File: src/rtl/rom_reader_pkg.sv
// Shared widths, state encoding and FIFO payload for the ROM stream reader.
package rom_reader_pkg;

    localparam int unsigned ADDR_W = 8;
    localparam int unsigned DATA_W = 32;
    localparam int unsigned LEN_W  = 9;

    typedef enum logic [1:0] {
        IDLE,
        FETCH,
        DRAIN
    } rd_state_t;

    typedef struct packed {
        logic              last;
        logic [DATA_W-1:0] data;
    } fifo_entry_t;

endpackage

File: src/rtl/rom_reader_fifo.sv
// Output buffer of {last, data} entries between the ROM capture point and the stream port.
module rom_reader_fifo
    import rom_reader_pkg::*;
#(
    parameter int unsigned  DEPTH = 4,
    localparam int unsigned CNT_W = $clog2(DEPTH + 1)
) (
    input  logic             clock,
    input  logic             reset_n,
    input  logic             push,
    input  fifo_entry_t      wdata,
    input  logic             pop,
    output fifo_entry_t      rdata,
    output logic [CNT_W-1:0] count,
    output logic             full,
    output logic             empty
);

    localparam int unsigned PTR_W = $clog2(DEPTH);

    fifo_entry_t      mem [DEPTH];
    logic [PTR_W-1:0] wr_ptr;
    logic [PTR_W-1:0] rd_ptr;
    logic             do_push_c;
    logic             do_pop_c;

    assign empty     = (count == '0);
    assign full      = (count == CNT_W'(DEPTH));
    assign do_pop_c  = pop & ~empty;
    // A push into a full buffer is legal only when the head leaves on the same edge.
    assign do_push_c = push & (~full | do_pop_c);
    assign rdata     = mem[rd_ptr];

    always_ff @(posedge clock or negedge reset_n) begin
        if (!reset_n) begin
            for (int i = 0; i < int'(DEPTH); i++) begin
                mem[i] <= '0;
            end
            wr_ptr <= '0;
            rd_ptr <= '0;
            count  <= '0;
        end else begin
            if (do_push_c) begin
                mem[wr_ptr] <= wdata;
                wr_ptr      <= wr_ptr + PTR_W'(1);
            end
            if (do_pop_c) begin
                rd_ptr <= rd_ptr + PTR_W'(1);
            end
            count <= count + CNT_W'(do_push_c) - CNT_W'(do_pop_c);
        end
    end

endmodule

File: src/rtl/rom_stream_reader.sv
// Reads LENGTH consecutive ROM words from BASE and streams them out with valid/ready,
// hiding the ROM read latency behind a credit-controlled output FIFO.
module rom_stream_reader
    import rom_reader_pkg::*;
#(
    parameter int unsigned READ_LATENCY = 1,
    parameter int unsigned FIFO_DEPTH   = 4
) (
    input  logic              clock,
    input  logic              reset_n,
    input  logic              start,
    input  logic [ADDR_W-1:0] base_addr,
    input  logic [LEN_W-1:0]  length,
    output logic              busy,
    output logic              done,
    output logic [ADDR_W-1:0] rom_address,
    input  logic [DATA_W-1:0] rom_q,
    output logic [DATA_W-1:0] m_data,
    output logic              m_valid,
    input  logic              m_ready,
    output logic              m_last
);

    // The registered rom_address costs one edge on top of the ROM's own latency.
    localparam int unsigned TAG_STAGES = READ_LATENCY + 1;
    localparam int unsigned CNT_W      = $clog2(FIFO_DEPTH + 1);
    localparam int unsigned SUM_W      = CNT_W + 1;

    rd_state_t             state;
    rd_state_t             state_nxt;
    logic [ADDR_W-1:0]     addr;
    logic [ADDR_W-1:0]     addr_nxt;
    logic [ADDR_W-1:0]     rom_address_nxt;
    logic [LEN_W-1:0]      remaining;
    logic [LEN_W-1:0]      remaining_nxt;
    logic [TAG_STAGES-1:0] tag_vld;
    logic [TAG_STAGES-1:0] tag_vld_nxt;
    logic [TAG_STAGES-1:0] tag_last;
    logic [TAG_STAGES-1:0] tag_last_nxt;
    logic [CNT_W-1:0]      inflight;
    logic [CNT_W-1:0]      inflight_nxt;
    logic                  busy_nxt;
    logic                  done_nxt;

    logic [CNT_W-1:0]      fifo_count;
    logic                  fifo_full;
    logic                  fifo_empty;
    fifo_entry_t           fifo_head;
    fifo_entry_t           fifo_wdata;

    logic                  pop_c;
    logic                  capture_c;
    logic                  issue_c;
    logic                  credit_c;
    logic [SUM_W-1:0]      occupancy_c;

    assign m_valid   = ~fifo_empty;
    assign m_data    = fifo_head.data;
    assign m_last    = fifo_head.last;
    assign pop_c     = m_valid & m_ready;
    assign capture_c = tag_vld[TAG_STAGES-1];

    // Words buffered or still in the ROM pipe; a same-edge pop frees one slot.
    assign occupancy_c = SUM_W'(fifo_count) + SUM_W'(inflight);
    assign credit_c    = (~fifo_full | pop_c) &
                         (occupancy_c < SUM_W'(FIFO_DEPTH) + SUM_W'(pop_c));

    always_comb begin
        state_nxt       = state;
        addr_nxt        = addr;
        remaining_nxt   = remaining;
        rom_address_nxt = rom_address;
        busy_nxt        = busy;
        done_nxt        = 1'b0;
        issue_c         = 1'b0;
        tag_vld_nxt     = {tag_vld[TAG_STAGES-2:0], 1'b0};
        tag_last_nxt    = {tag_last[TAG_STAGES-2:0], 1'b0};

        unique case (state)
            IDLE: begin
                if (start) begin
                    if (length != '0) begin
                        state_nxt     = FETCH;
                        addr_nxt      = base_addr;
                        remaining_nxt = length;
                        busy_nxt      = 1'b1;
                    end else begin
                        done_nxt = 1'b1;
                    end
                end
            end
            FETCH: begin
                if (credit_c) begin
                    issue_c         = 1'b1;
                    rom_address_nxt = addr;
                    addr_nxt        = addr + ADDR_W'(1);
                    remaining_nxt   = remaining - LEN_W'(1);
                    tag_vld_nxt[0]  = 1'b1;
                    tag_last_nxt[0] = (remaining == LEN_W'(1));
                    if (remaining == LEN_W'(1)) begin
                        state_nxt = DRAIN;
                    end
                end
            end
            DRAIN: begin
                if (pop_c && fifo_head.last) begin
                    state_nxt = IDLE;
                    busy_nxt  = 1'b0;
                    done_nxt  = 1'b1;
                end
            end
            default: begin
                state_nxt = IDLE;
                busy_nxt  = 1'b0;
            end
        endcase

        inflight_nxt = inflight + CNT_W'(issue_c) - CNT_W'(capture_c);
    end

    always_ff @(posedge clock or negedge reset_n) begin
        if (!reset_n) begin
            state       <= IDLE;
            addr        <= '0;
            remaining   <= '0;
            rom_address <= '0;
            tag_vld     <= '0;
            tag_last    <= '0;
            inflight    <= '0;
            busy        <= 1'b0;
            done        <= 1'b0;
        end else begin
            state       <= state_nxt;
            addr        <= addr_nxt;
            remaining   <= remaining_nxt;
            rom_address <= rom_address_nxt;
            tag_vld     <= tag_vld_nxt;
            tag_last    <= tag_last_nxt;
            inflight    <= inflight_nxt;
            busy        <= busy_nxt;
            done        <= done_nxt;
        end
    end

    assign fifo_wdata = '{last: tag_last[TAG_STAGES-1], data: rom_q};

    rom_reader_fifo #(
        .DEPTH (FIFO_DEPTH)
    ) u_fifo (
        .clock   (clock),
        .reset_n (reset_n),
        .push    (capture_c),
        .wdata   (fifo_wdata),
        .pop     (pop_c),
        .rdata   (fifo_head),
        .count   (fifo_count),
        .full    (fifo_full),
        .empty   (fifo_empty)
    );

endmodule
File: config.mk
export PLATFORM = sky130hd
export DESIGN_NAME = rom_stream_reader
export DESIGN_NICKNAME = d
export VERILOG_FILES = /design/src/rtl/rom_reader_pkg.sv /design/src/rtl/rom_reader_fifo.sv /design/src/rtl/rom_stream_reader.sv
export SDC_FILE = /design/constraint.sdc
export NUM_CORES = 1
export LEC_CHECK = 0
export ABC_AREA = 1
export CAP_MARGIN = 20
export CORE_ASPECT_RATIO = 1.4
export CORE_MARGIN = 2
export CORE_UTILIZATION = 26
export CTS_CLUSTER_SIZE = 20
export DETAILED_ROUTE_END_ITERATION = 7
export HOLD_SLACK_MARGIN = 0.15
export SLEW_MARGIN = 10
export SYNTH_ARGS = -nofsm -noshare
export SYNTH_HDL_FRONTEND = slang
export SYNTH_SLANG_ARGS = --single-unit
File: constraint.sdc
create_clock -name clock -period 5.7 [get_ports clock]
set_clock_uncertainty 0.2 [all_clocks]
set_input_delay 1.14 -clock clock [delete_from_list [all_inputs] [get_ports clock]]
set_output_delay 1.14 -clock clock [all_outputs]
set_load 0.05 [all_outputs]
Yosys cells after proc, flatten, opt, wreduce, memory -nomap -nowiden
Index checks and enable logic that the tools add are counted.
- flip-flop bits (word level): 175
- latch bits: 0
- RAM bits: 0
- ROM bits: 0
- memories kept: 0
- add/subtract/negate cells: 10
- $mul: 0
- divide/modulo/power cells: 0
- order comparisons: 4
- eq/ne operators: 9
- shift-type cells: 0
- multiplexer cells: 32
- bitwise logic cells: 11
- reductions and logical operators: 10
- operators with widths (kind ; number):
    $bwmux 132 ; 1
    $mux 33 ; 3
    $bmux 33 s2 ; 1
    $demux 33 s2 ; 1
    $mux 9 ; 3
    $mux 8 ; 3
    $pmux 9 s2 ; 1
    $pmux 8 s2 ; 1
    $mux 1 ; 10
    $mux 2 ; 5
    $ne 2x2->1 const B ; 5
    $eq 9x1->1 const B ; 1
    $reduce_bool 9->1 ; 1
    $sub 9x1->9 const B ; 1
    $add 8x1->8 const B ; 1
    $reduce_and 4->1 ; 2
    $add 3x1->3 ; 2
    $ge 3x3->1 const B ; 2
    $not 2->3 ; 2
    $pmux 2 s3 ; 1
    $sub 3x1->3 ; 2
    $reduce_and 5->1 ; 1
    $add 2x1->2 const B ; 2
    $add 3x1->4 const A ; 1
    other kinds (16) ; 23

Logic depth before layout (Yosys ltp)
- depth in word-level cells: 10
- gate-level depth with buffers: 13
- depth with buffers taken out: 12

Modules after synthesis
A second synthesis with hierarchy kept.
- cells, all modules: 1124
- area, all modules: 8922.3 µm²
- by module, submodules not included (module ; times used ; cells an instance ; area each (µm²)):
    rom_reader_fifo ; 1 ; 821 ; 6730.2
    rom_stream_reader ; 1 ; 303 ; 2192.1

Worst setup path before layout
OpenSTA, ideal clock, no wires.
- kind: register -> output
- start: register u_fifo.rd_ptr[0]
- end: output m_data[12]
- data arrival time: 1.767 ns
- path slack: 2.593 ns
- stages on the path, launching flop included: 6
- path buffers: 2
- cells stage by stage: dfrtp_1 inv_1 buf_2 clkbuf_1 nor2_1 o22ai_1
- longest elaborated chain between the ends: 4
- RTL lines (element ; line ; RTL):
    start, declared ; rom_reader_fifo.sv:23 ; logic [PTR_W-1:0] rd_ptr;
    start signal, assigned ; rom_reader_fifo.sv:48 ; rd_ptr <= rd_ptr + PTR_W'(1);
    $not 2->3 (not written as such) ; rom_reader_fifo.sv:32 ; assign rdata = mem[rd_ptr];
    $bmux 33 s2 ; rom_reader_fifo.sv:32 ;
    $mux 33 (not written as such) (2 in a row) ; rom_reader_fifo.sv:32 ;
    end, declared ; rom_stream_reader.sv:18 ; output logic [DATA_W-1:0] m_data,
No other way between the ends. The select of a mux whose other input is x is not followed.

Worst setup path in the final report
- start: register u_fifo.rd_ptr[0]
- end: output m_data[18]
The elaborated chain is that of the path after synthesis.

==> flow_summary.rst <==
.. list-table::
   :header-rows: 1

   * - Metric
     - Value
   * - Run status
     - complete, no violations
   * - Startpoint of the tightest hold check path
     - tag_vld[0]
   * - Count of state elements after synthesis
     - approximately 180
   * - Cell chain of the critical path
     - inv_2, buf_4, o21ai_0, o22ai_1, clkdlybuf4s50_1
   * - Top achievable clock speed
     - between 200 and 250 MHz
   * - CP Class
     - flop to primary output
   * - Power density of the placed cells
     - between 600 and 700 mW/mm²
   * - Setup TNS after final layout
     - 0 ns
   * - Post-route minimum period
     - 4.312 ns
   * - Post-placement cell count
     - about 1,400
   * - Register-to-Register Setup Slack
     - 2.54 ns
   * - Type of origin of the critical path
     - flop
   * - Antenna diodes
     - 0
   * - Count of final max-slew check failures
     - 0
   * - Arrival time at the worst endpoint
     - 2.97 ns
   * - Detailed-route via count
     - ~6,600
   * - Initial cell density of the core
     - 26.32%
   * - Residual DRC count
     - 0
   * - Fraction of layout cells with a size suffix above 1
     - 7.177%
   * - Netlist area before placement
     - roughly 0.0083 mm²
   * - Clock slew at reported path FFs
     - ~0.080 ns
   * - Total power draw
     - roughly 7000 µW
   * - Leakage power figure
     - roughly 0.0047 µW
   * - Number of cells produced by synthesis
     - 975
   * - Post-synth net total
     - ~1,000
   * - Post-route ant nets
     - 0
   * - Hold Path Stages
     - 0
   * - HPWL reported at the end of detailed placement
     - ~13,000 µm
   * - Post-route non-filler standard cell count
     - 1,454
   * - Critical Path Sink Type
     - primary output
   * - Clk sink count
     - 175
   * - Slew at the pin closest to its max-slew limit
     - slightly above 0.9 ns
   * - Number of antenna violations at the first check in global routing
     - 2
   * - Number of flops mapped to enable cells by yosys
     - 0
   * - Count of different cell masters after synthesis
     - 36
   * - Proportion of netlist area held by the largest area contributor
     - between 50% and 60%
   * - Library cell contributing the largest single delay on the critical path
     - sky130_fd_sc_hd__clkdlybuf4s50_1
   * - Top cell type by total area after synthesis
     - sky130_fd_sc_hd__dfrtp_1
   * - Sum of buffers and inverters on the critical path
     - 3
   * - Setup repair after global routing missed its margin
     - false
   * - Cell type group with the largest total delay on the critical path
     - buffers and inverters
   * - Share of async-settable or async-resettable flops after synthesis
     - 100.0%
   * - Logic depth of the worst register-to-register path
     - 12
   * - Overall overflow remaining after global route
     - 0
   * - Final-report setup violation count
     - 0
   * - Die boundary width
     - around 150 µm
   * - Full die area
     - 0.03335 mm²
   * - Endpoint required time on the critical path
     - 4.36 ns
   * - PostCTS Resize Cnt
     - 0
   * - Leading cell type by number of instances after synthesis
     - sky130_fd_sc_hd__nand2_1
   * - Final hold vios
     - 0
   * - Global-route wire length before repair
     - about 35,000 µm
   * - Total routing usage reported by global routing
     - a little over an eighth
   * - Share of the clock period used by the worst path after layout
     - 75.65%
   * - Syn. warnings
     - 0
   * - Worst path depth
     - 5
   * - Post-Synthesis Mean Instance Area
     - approximately 8.5 µm²
   * - Initial DRC count
     - around 340
   * - Deepest level of the CTS H-tree
     - 4
   * - Final-stage net count
     - about 1,100
   * - Path category of the worst min-delay check
     - flop to flop
   * - Post-route core utilization
     - between 30% and 40%
   * - CP max FO
     - 51
   * - Sum of routed wire length over all layers
     - between 20,000 and 25,000 µm
   * - P&R area growth vs syn
     - 21.70%
   * - Routability-driven placement congestion ratio
     - approximately 0.75
   * - Worst slew slack as a fraction of its limit
     - 38.57%
   * - Max Buffers Root-to-Sink
     - 2
   * - Place WS
     - ~1.8 ns
   * - Most area-consuming cells after synthesis
     - sky130_fd_sc_hd__dfrtp_1, sky130_fd_sc_hd__nand2_1, sky130_fd_sc_hd__o21ai_0
   * - Setup slack of the critical path after layout
     - roughly 1.4 ns
   * - Part of the Yosys area used for sequential elements
     - between 50% and 60%
   * - Critical Path Start
     - u_fifo.rd_ptr[0]
   * - Number of port buffers
     - 96
   * - Startpoint of the most critical register-to-register path
     - inflight[0]
   * - Length of the first detailed-routing pass in iterations
     - 5
   * - Via count of the first global-routing pass
     - between 6,000 and 7,000
   * - TritonCTS buffer count
     - 17
   * - Post-cts hold buffer count
     - 0
   * - Ranking of synthesized cells by instance count
     - sky130_fd_sc_hd__nand2_1, sky130_fd_sc_hd__dfrtp_1, sky130_fd_sc_hd__o21ai_0, sky130_fd_sc_hd__nor2_1, sky130_fd_sc_hd__inv_1
   * - Via density per instance
     - around 4.6
   * - Insertion delay of the later-clocked pin in the worst-skew pair
     - ~0.44 ns
   * - Drt wl/cell
     - roughly 14 µm
   * - Area of the core
     - 0.03150 mm²
   * - # Post-CTS Setup Buffers
     - 0
   * - Number of standard-cell rows in the floorplan
     - 77
   * - Cell at the root of the clock tree
     - sky130_fd_sc_hd__clkbuf_16
   * - Maximum number of pins on one net before global-route repair
     - around 110
   * - CTS tree
     - yes
   * - Top_reg_cell synth
     - sky130_fd_sc_hd__dfrtp_1
   * - Chip Height
     - 215.3 µm
   * - Maximum cell stage delay along the critical path
     - around 0.84 ns
   * - IO Pins
     - 97
   * - Number of maximum-capacitance constraint violations
     - 0
   * - IR drop worst, VDD
     - between 200 and 250 µV
-- per-stage QoR --
stage / hold WS [ns] / cell area (µm²)
6_report: 0.1538 / 10090
5_1_grt: 0.1626 / 10090
4_1_cts: 0.1567 / 10060
3_3_place_gp: 0.1351 / 9475
3_5_place_dp: 0.1379 / 9475
2_1_floorplan: 0.1312 / 8290
-- final cells by class --
cell class / count / area [µm²]
multi-input cells: 672 / 3282
clock buffers: 18 / 439.2
repair buffers: 107 / 1065
fillers: 3287 / 21410
flip-flops and latches: 175 / 4380
inverters: 73 / 281.5
clock inverters: 14 / 147.6
well taps: 395 / 494.2
-- per-layer routing --
layer | wire (µm) | GRT usage [%] | vias up | part of all wire [%]
met5 | 27 | 0 | - | 0.13
met4 | 299 | 3.920 | 4 | 1.4
met3 | 856 | 2.944 | 23 | 4.2
met2 | 10410 | 23.27 | 127 | 50
met1 | 9032 | 15.78 | 3163 | 44
li1 | - | - | 3325 | -
-- cells by family after synthesis --
kind of cell             synth area share [%]
AND/OR/NAND/NOR                         19.85
AO/OA/AOI/OAI                           15.85
flip-flops                              52.82
buffers and inverters                   7.591
adder cells (fa/ha/maj)                 2.837
XOR/XNOR                                1.056
-- power breakdown --
group	internal, µW	switching (µW)	leakage [µW]	total [µW]
clock	631	532	0.000285	1160
combinational	1230	2520	0.00220	3750
sequential	1790	330	0.00221	2120
-- worst paths after layout --
path / end
max reg2reg: inflight[2]
max: m_data[18]
min: tag_vld[1]
min reg2reg: tag_vld[1]
min in group asynchronous: rom_address[1]
max in group asynchronous: u_fifo.mem[10]
-- registers in the layout (all words and copies together), names as in the netlist --
| register | cells |
|---|---|
| done | 1 |
| addr | 8 |
| inflight | 3 |
| tag_vld | 2 |
| busy | 1 |
| u_fifo.count | 3 |
| remaining | 9 |
| u_fifo.wr_ptr | 2 |
| tag_last | 2 |
| u_fifo.mem | 132 |
| state | 2 |
| rom_address | 8 |
| u_fifo.rd_ptr | 2 |
-- cell usage in the layout, fill, tap and decap left out, types with 4 or more instances in the layout --
| master | netlist | layout |
|---|---|---|
| sky130_fd_sc_hd__o21ai_0 | 171 | 171 |
| sky130_fd_sc_hd__nand2_2 | 13 | 13 |
| sky130_fd_sc_hd__dfrtp_1 | 175 | 174 |
| sky130_fd_sc_hd__buf_4 | 11 | 10 |
| sky130_fd_sc_hd__nand2_1 | 245 | 245 |
| sky130_fd_sc_hd__inv_6 | 1 | 4 |
| sky130_fd_sc_hd__nor2_2 | 4 | 4 |
| sky130_fd_sc_hd__nand3_1 | 34 | 34 |
| sky130_fd_sc_hd__xnor2_1 | 4 | 4 |
| sky130_fd_sc_hd__o22ai_1 | 32 | 32 |
| sky130_fd_sc_hd__clkbuf_16 | 0 | 17 |
| sky130_fd_sc_hd__o21ai_1 | 42 | 42 |
| sky130_fd_sc_hd__clkdlybuf4s50_1 | 0 | 95 |
| sky130_fd_sc_hd__inv_2 | 3 | 4 |
| sky130_fd_sc_hd__inv_8 | 0 | 4 |
| sky130_fd_sc_hd__inv_1 | 68 | 67 |
| sky130_fd_sc_hd__nand4_1 | 4 | 4 |
| sky130_fd_sc_hd__xor2_1 | 6 | 6 |
| sky130_fd_sc_hd__ha_1 | 14 | 14 |
| sky130_fd_sc_hd__nor2_1 | 83 | 83 |
Note: power is estimated with default switching activity, not from simulation.
